<file path="src/rtl/sram_fifo_ctrl.sv">
// sram_fifo_ctrl: 4-word x 4-bit FIFO built on an external single-port SRAM
// plus a one-word registered output stage. Writes (push) and fetches
// (SRAM -> output register) share the SRAM port; a priority bit alternates
// the winner whenever both want the port in the same cycle.
//
// Ports:
//   clk         clock, all state on rising edge
//   rst         synchronous active-low reset
//   push_valid  upstream offers push_data
//   push_ready  push accepted this cycle (combinational write grant)
//   push_data   write payload
//   pop_valid   pop_data holds a valid word (registered)
//   pop_ready   downstream consumes pop_data this cycle
//   pop_data    registered read payload
//   count       words held: SRAM occupancy + output register (0..5)
//   empty       count == 0
//   sram_we     SRAM write enable
//   sram_addr   SRAM address
//   sram_wdata  SRAM write data
//   sram_rdata  SRAM read data, combinational on sram_addr
module sram_fifo_ctrl (
  input  logic       clk,
  input  logic       rst,
  input  logic       push_valid,
  output logic       push_ready,
  input  logic [3:0] push_data,
  output logic       pop_valid,
  input  logic       pop_ready,
  output logic [3:0] pop_data,
  output logic [2:0] count,
  output logic       empty,
  output logic       sram_we,
  output logic [1:0] sram_addr,
  output logic [3:0] sram_wdata,
  input  logic [3:0] sram_rdata
);

  localparam int unsigned DW = 4;
  localparam int unsigned AW = 2;
  localparam int unsigned CW = 3;
  localparam logic [CW-1:0] DEPTH = CW'(4);

  logic [AW-1:0] wr_ptr_q, wr_ptr_d;
  logic [AW-1:0] rd_ptr_q, rd_ptr_d;
  logic [CW-1:0] mcount_q, mcount_d;
  logic          pri_q, pri_d;
  logic          pop_valid_q, pop_valid_d;
  logic [DW-1:0] pop_data_q, pop_data_d;

  logic wr_req, fe_req, wr_gnt, fe_gnt;

  // Request, arbitration, SRAM port drive and next-state
  always_comb begin
    wr_req      = push_valid && (mcount_q < DEPTH);
    fe_req      = (mcount_q != '0) && (!pop_valid_q || pop_ready);
    // Grants are suppressed during reset so nothing is accepted or fetched.
    wr_gnt      = rst && wr_req && (!fe_req || !pri_q);
    fe_gnt      = rst && fe_req && (!wr_req || pri_q);

    wr_ptr_d    = wr_ptr_q;
    rd_ptr_d    = rd_ptr_q;
    mcount_d    = mcount_q;
    pri_d       = pri_q;
    pop_valid_d = pop_valid_q;
    pop_data_d  = pop_data_q;

    // Only contested cycles flip priority, so an idle port keeps fairness state.
    if (wr_req && fe_req) begin
      pri_d = !pri_q;
    end

    if (wr_gnt) begin
      wr_ptr_d = wr_ptr_q + AW'(1);
      mcount_d = mcount_q + CW'(1);
    end

    if (fe_gnt) begin
      rd_ptr_d    = rd_ptr_q + AW'(1);
      mcount_d    = mcount_q - CW'(1);
      pop_valid_d = 1'b1;
      pop_data_d  = sram_rdata;
    end else if (pop_valid_q && pop_ready) begin
      pop_valid_d = 1'b0;
    end
  end

  // State register
  always_ff @(posedge clk) begin
    if (!rst) begin
      wr_ptr_q    <= '0;
      rd_ptr_q    <= '0;
      mcount_q    <= '0;
      pri_q       <= 1'b0;
      pop_valid_q <= 1'b0;
      pop_data_q  <= '0;
    end else begin
      wr_ptr_q    <= wr_ptr_d;
      rd_ptr_q    <= rd_ptr_d;
      mcount_q    <= mcount_d;
      pri_q       <= pri_d;
      pop_valid_q <= pop_valid_d;
      pop_data_q  <= pop_data_d;
    end
  end

  // SRAM port: address follows the fetch pointer only on a fetch grant
  assign sram_we    = wr_gnt;
  assign sram_addr  = fe_gnt ? rd_ptr_q : wr_ptr_q;
  assign sram_wdata = push_data;

  assign push_ready = wr_gnt;
  assign pop_valid  = pop_valid_q;
  assign pop_data   = pop_data_q;
  assign count      = mcount_q + CW'(pop_valid_q);
  assign empty      = (count == '0);

endmodule

</file>
<file path="config.mk">
export PLATFORM = sky130hd
export DESIGN_NAME = sram_fifo_ctrl
export DESIGN_NICKNAME = d
export VERILOG_FILES = /design/src/rtl/sram_fifo_ctrl.sv
export SDC_FILE = /design/constraint.sdc
export NUM_CORES = 1
export LEC_CHECK = 0
export BUFFER_PORTS_ARGS = -buffer_cell sky130_fd_sc_hd__buf_2
export CAP_MARGIN = 25
export CORE_UTILIZATION = 49
export DETAILED_ROUTE_END_ITERATION = 16
export HOLD_SLACK_MARGIN = 0.02
export PLACE_DENSITY = 0.93
export SYNTH_ARGS = -nofsm -noshare
export SYNTH_HDL_FRONTEND = slang
export SYNTH_SLANG_ARGS = --single-unit
</file>
<file path="constraint.sdc">
create_clock -name clk -period 3.1 [get_ports clk]
set_clock_uncertainty 0.1 [all_clocks]
set_input_delay 0.155 -clock clk [delete_from_list [all_inputs] [get_ports clk]]
set_output_delay 0.155 -clock clk [all_outputs]
set_load 0.005 [all_outputs]
</file>
==> impl_metrics.env <==
export IMPL_worstSetupPathType="flop to flop"
export IMPL_switching_share_pct=41.1
export IMPL_port_buffers=20
export IMPL_ys_seq_elements=13
export IMPL_crit_fanout=11
export IMPL_antenna_found_initial=0
export IMPL_worst_r2r_endpoint="mcount_q[2]"
export IMPL_drc=0
export IMPL_avgViaCountPerCell=5.47
export IMPL_ys_warn_count=0
export IMPL_grt_use_total_pct=22.9
export IMPL_r2r_cells=8
export IMPL_num_rows=13
export IMPL_whs_path_depth=3
export IMPL_cts_root_buf="clkbuf_4"
export IMPL_finalSetupViolCount=0
export IMPL_syn_nets=98
export IMPL_dp_cells=111
export IMPL_routedWlPerCell_um=13.2
export IMPL_grt_busiest_layer="met2"
export IMPL_multi_input_area_um2=407
export IMPL_grtUsageMet2_pct=35.9
export IMPL_p_seq_share_pct=36.4
export IMPL_rsz0062_at_grt="false"
export IMPL_hpwl_um=1110
export IMPL_max_vdd_ir_drop_v=0.000421
export IMPL_min_from="push_valid"
export IMPL_post_cts_buffers=0
export IMPL_drive_above_1_share_pct=28.8
export IMPL_synth_cells=83
export IMPL_yosys_cell_types_count=29
export IMPL_grt_pass1_wl_um=2330
export IMPL_clkPwrFrac_pct=13.0
export IMPL_cp_end_kind="flop"
export IMPL_grt_pass1_vias=519
export IMPL_tns_ps=0
export IMPL_worstPathArrival_ps=2580
export IMPL_firstDrtPassIters=4
export IMPL_internal_power_mw=0.488
export IMPL_fin_crit_ps=2470
export IMPL_hold_violations=0
export IMPL_cts_tree="built"
export IMPL_synth_area_leaders="dfxtp_1 (36%), xnor2_1 (6.1%), buf_4 (5.2%)"
export IMPL_die_y_um=40.3
export IMPL_maxSlewHeadroom_pct=58.5
export IMPL_fill_cells=99
export IMPL_yosys_area_top_type="dfxtp_1"
export IMPL_finalCritPeriodShare_pct=79.6
export IMPL_start_util_pct=53.8
export IMPL_p_leak_nw=0.382
export IMPL_coreArea_um2=1330
export IMPL_clock_sinks=13
export IMPL_fmax_mhz=405
export IMPL_critPathLaunchType="flop"
export IMPL_required_ps=3210
export IMPL_hold_ws_ps=69.5
export IMPL_final_common_cell="buf_2"
export IMPL_clk_latency_ps=280
export IMPL_cts_buffer_depth=2
export IMPL_r2r_start="mcount_q[0]"
export IMPL_combPwrFrac_pct=50.6
export IMPL_min_to="mcount_q[2]"
export IMPL_h_tree_depth=1
export IMPL_seq_area_um2=260
export IMPL_synth_top_cell_area_share_pct=36.3
export IMPL_mostFrequentLayoutCells="buf_2 (20), dfxtp_1 (13), nand2_1 (9), nor2_1 (9), o21ai_0 (7)"
export IMPL_path_clk_slew_ps=80
export IMPL_status="finished clean"
export IMPL_timing_final_max_slew_violations=0
export IMPL_layout_nets=120
export IMPL_switchingPower_mw=0.340
export IMPL_ioPinCount=29
export IMPL_drt_total_wl_um=1570
export IMPL_synthToLayoutAreaGrowth_pct=19.4
export IMPL_place_gp_congestion=0.801
export IMPL_maxCapViolations=0
export IMPL_fin_cells=119
export IMPL_netlist_area_um2=717
export IMPL_avgSynthCellArea_um2=8.64
export IMPL_power_density_nw_per_um2=968
export IMPL_final_util_pct=64.2
export IMPL_ant_nets=0
export IMPL_tightest_slew_ps=619
export IMPL_vias=651
export IMPL_insertedDiodeCount=0
export IMPL_grtUsageMet3_pct=7.22
export IMPL_min_path_type="input port to flop"
export IMPL_numCtsBuffers=3
export IMPL_drt_iter0_drc=22
export IMPL_dieArea_um2=1620
export IMPL_globalRouteMet1Util_pct=26.8
export IMPL_ys_seq_area_share_pct=36.3
export IMPL_grt_max_degree=13
export IMPL_fp_dieW_um=40.3
export IMPL_grt_overflow=0
export IMPL_reg2reg_setup_slack_ps=630
==> routing by layer <==
layer  up-vias  wire length (µm)
met5         -                 0
met4         0                55
met3         6                59
met2        16               780
met1       305               673
li1        324                 -
==> worst max-delay path, cell delays in order, from the launching register on <==
cell and delay, ps:
dfxtp_1 480, nor3_2 120, nor3_2 550, nand2_1 200, o21ai_0 200, ha_1 210, mux2i_1 80, or3_1 340
a31oi_1 120
==> sequential cells by signal (all words and copies together), names as in the netlist <==
name       cells
mcount_q       3
pop_data       4
pop_valid      1
pri_q          1
rd_ptr_q       2
wr_ptr_q       2
==> through the flow <==
stage / area [µm²] / total power, mW / worst slack, ps
2_1_floorplan: 717 / 0.594 / 1120
3_3_place_gp: 790 / 0.685 / 835
3_5_place_dp: 790 / 0.713 / 628
4_1_cts: 856 / 0.822 / 636
5_1_grt: 856 / 0.895 / 362
6_report: 856 / 0.828 / 631
==> power by group through the flow <==
stage          logic, mW  registers, mW  clock network [mW]
2_1_floorplan      0.305          0.290                   0
3_3_place_gp       0.391          0.294                   0
3_5_place_dp       0.410          0.303                   0
4_1_cts            0.416          0.299               0.107
5_1_grt            0.463          0.314               0.118
6_report           0.419          0.301               0.108
==> logic make-up (layout without fill, tap and decap cells) <==
kind of cell | Yosys count | count (layout) | synth area share, %
and+or+nand+nor | 37 | 37 | 27.2
AOI/OAI and AO/OA | 13 | 13 | 12.4
DFF | 13 | 13 | 36.3
buffers and inverters | 8 | 29 | 6.98
xor gates and xnor gates | 6 | 6 | 7.33
adders and majority gates | 3 | 3 | 5.24
muxes | 3 | 3 | 4.54
==> how the worst max path moves through the flow <==
stage / start / endpoint / slack [ps] / depth (start not counted)
6_report: mcount_q[0] / mcount_q[2] / 630 / 8
3_5_place_dp: mcount_q[0] / mcount_q[2] / 630 / 8
3_3_place_gp: mcount_q[1] / mcount_q[2] / 830 / 8
2_1_floorplan: pop_valid / mcount_q[2] / 1120 / 9
4_1_cts: mcount_q[0] / mcount_q[2] / 640 / 8
5_1_grt: mcount_q[1] / mcount_q[2] / 360 / 8
==> final cells by class <==
class / count / share of cell area [%]
Clock buffer: 4 / 3.07
Sequential cell: 13 / 30.4
Timing Repair Buffer: 24 / 16.4
Inverter: 1 / 0.439
Multi-Input combinational cell: 62 / 47.5
Tap cell: 15 / 2.19
==> synthesized netlist by cell type, drive strengths merged <==
| library cell | number |
|---|---|
| clkinv | 1 |
| xor2 | 1 |
| o31ai | 1 |
| ha | 3 |
| clkbuf | 1 |
| nand3 | 6 |
| nor3 | 4 |
| a21oi | 2 |
| a31oi | 2 |
| nand2 | 9 |
| a31o | 1 |
| buf | 6 |
| xnor2 | 5 |
| nor3b | 1 |
| or2b | 1 |
| mux2i | 1 |
| dfxtp | 13 |
| nor2b | 1 |
| nor4b | 1 |
| o21ai | 7 |
| or3 | 2 |
| mux2 | 2 |
| nand2b | 2 |
| and2 | 1 |
| nor2 | 9 |
==> what timing repair did <==
| action | CTS | global route |
|---|---|---|
| hold buffers | 4 | 0 |
| gates resized for setup | 0 | 0 |
| endpoints found under the hold margin | 4 | 0 |
(Power assumes the default switching activity.)
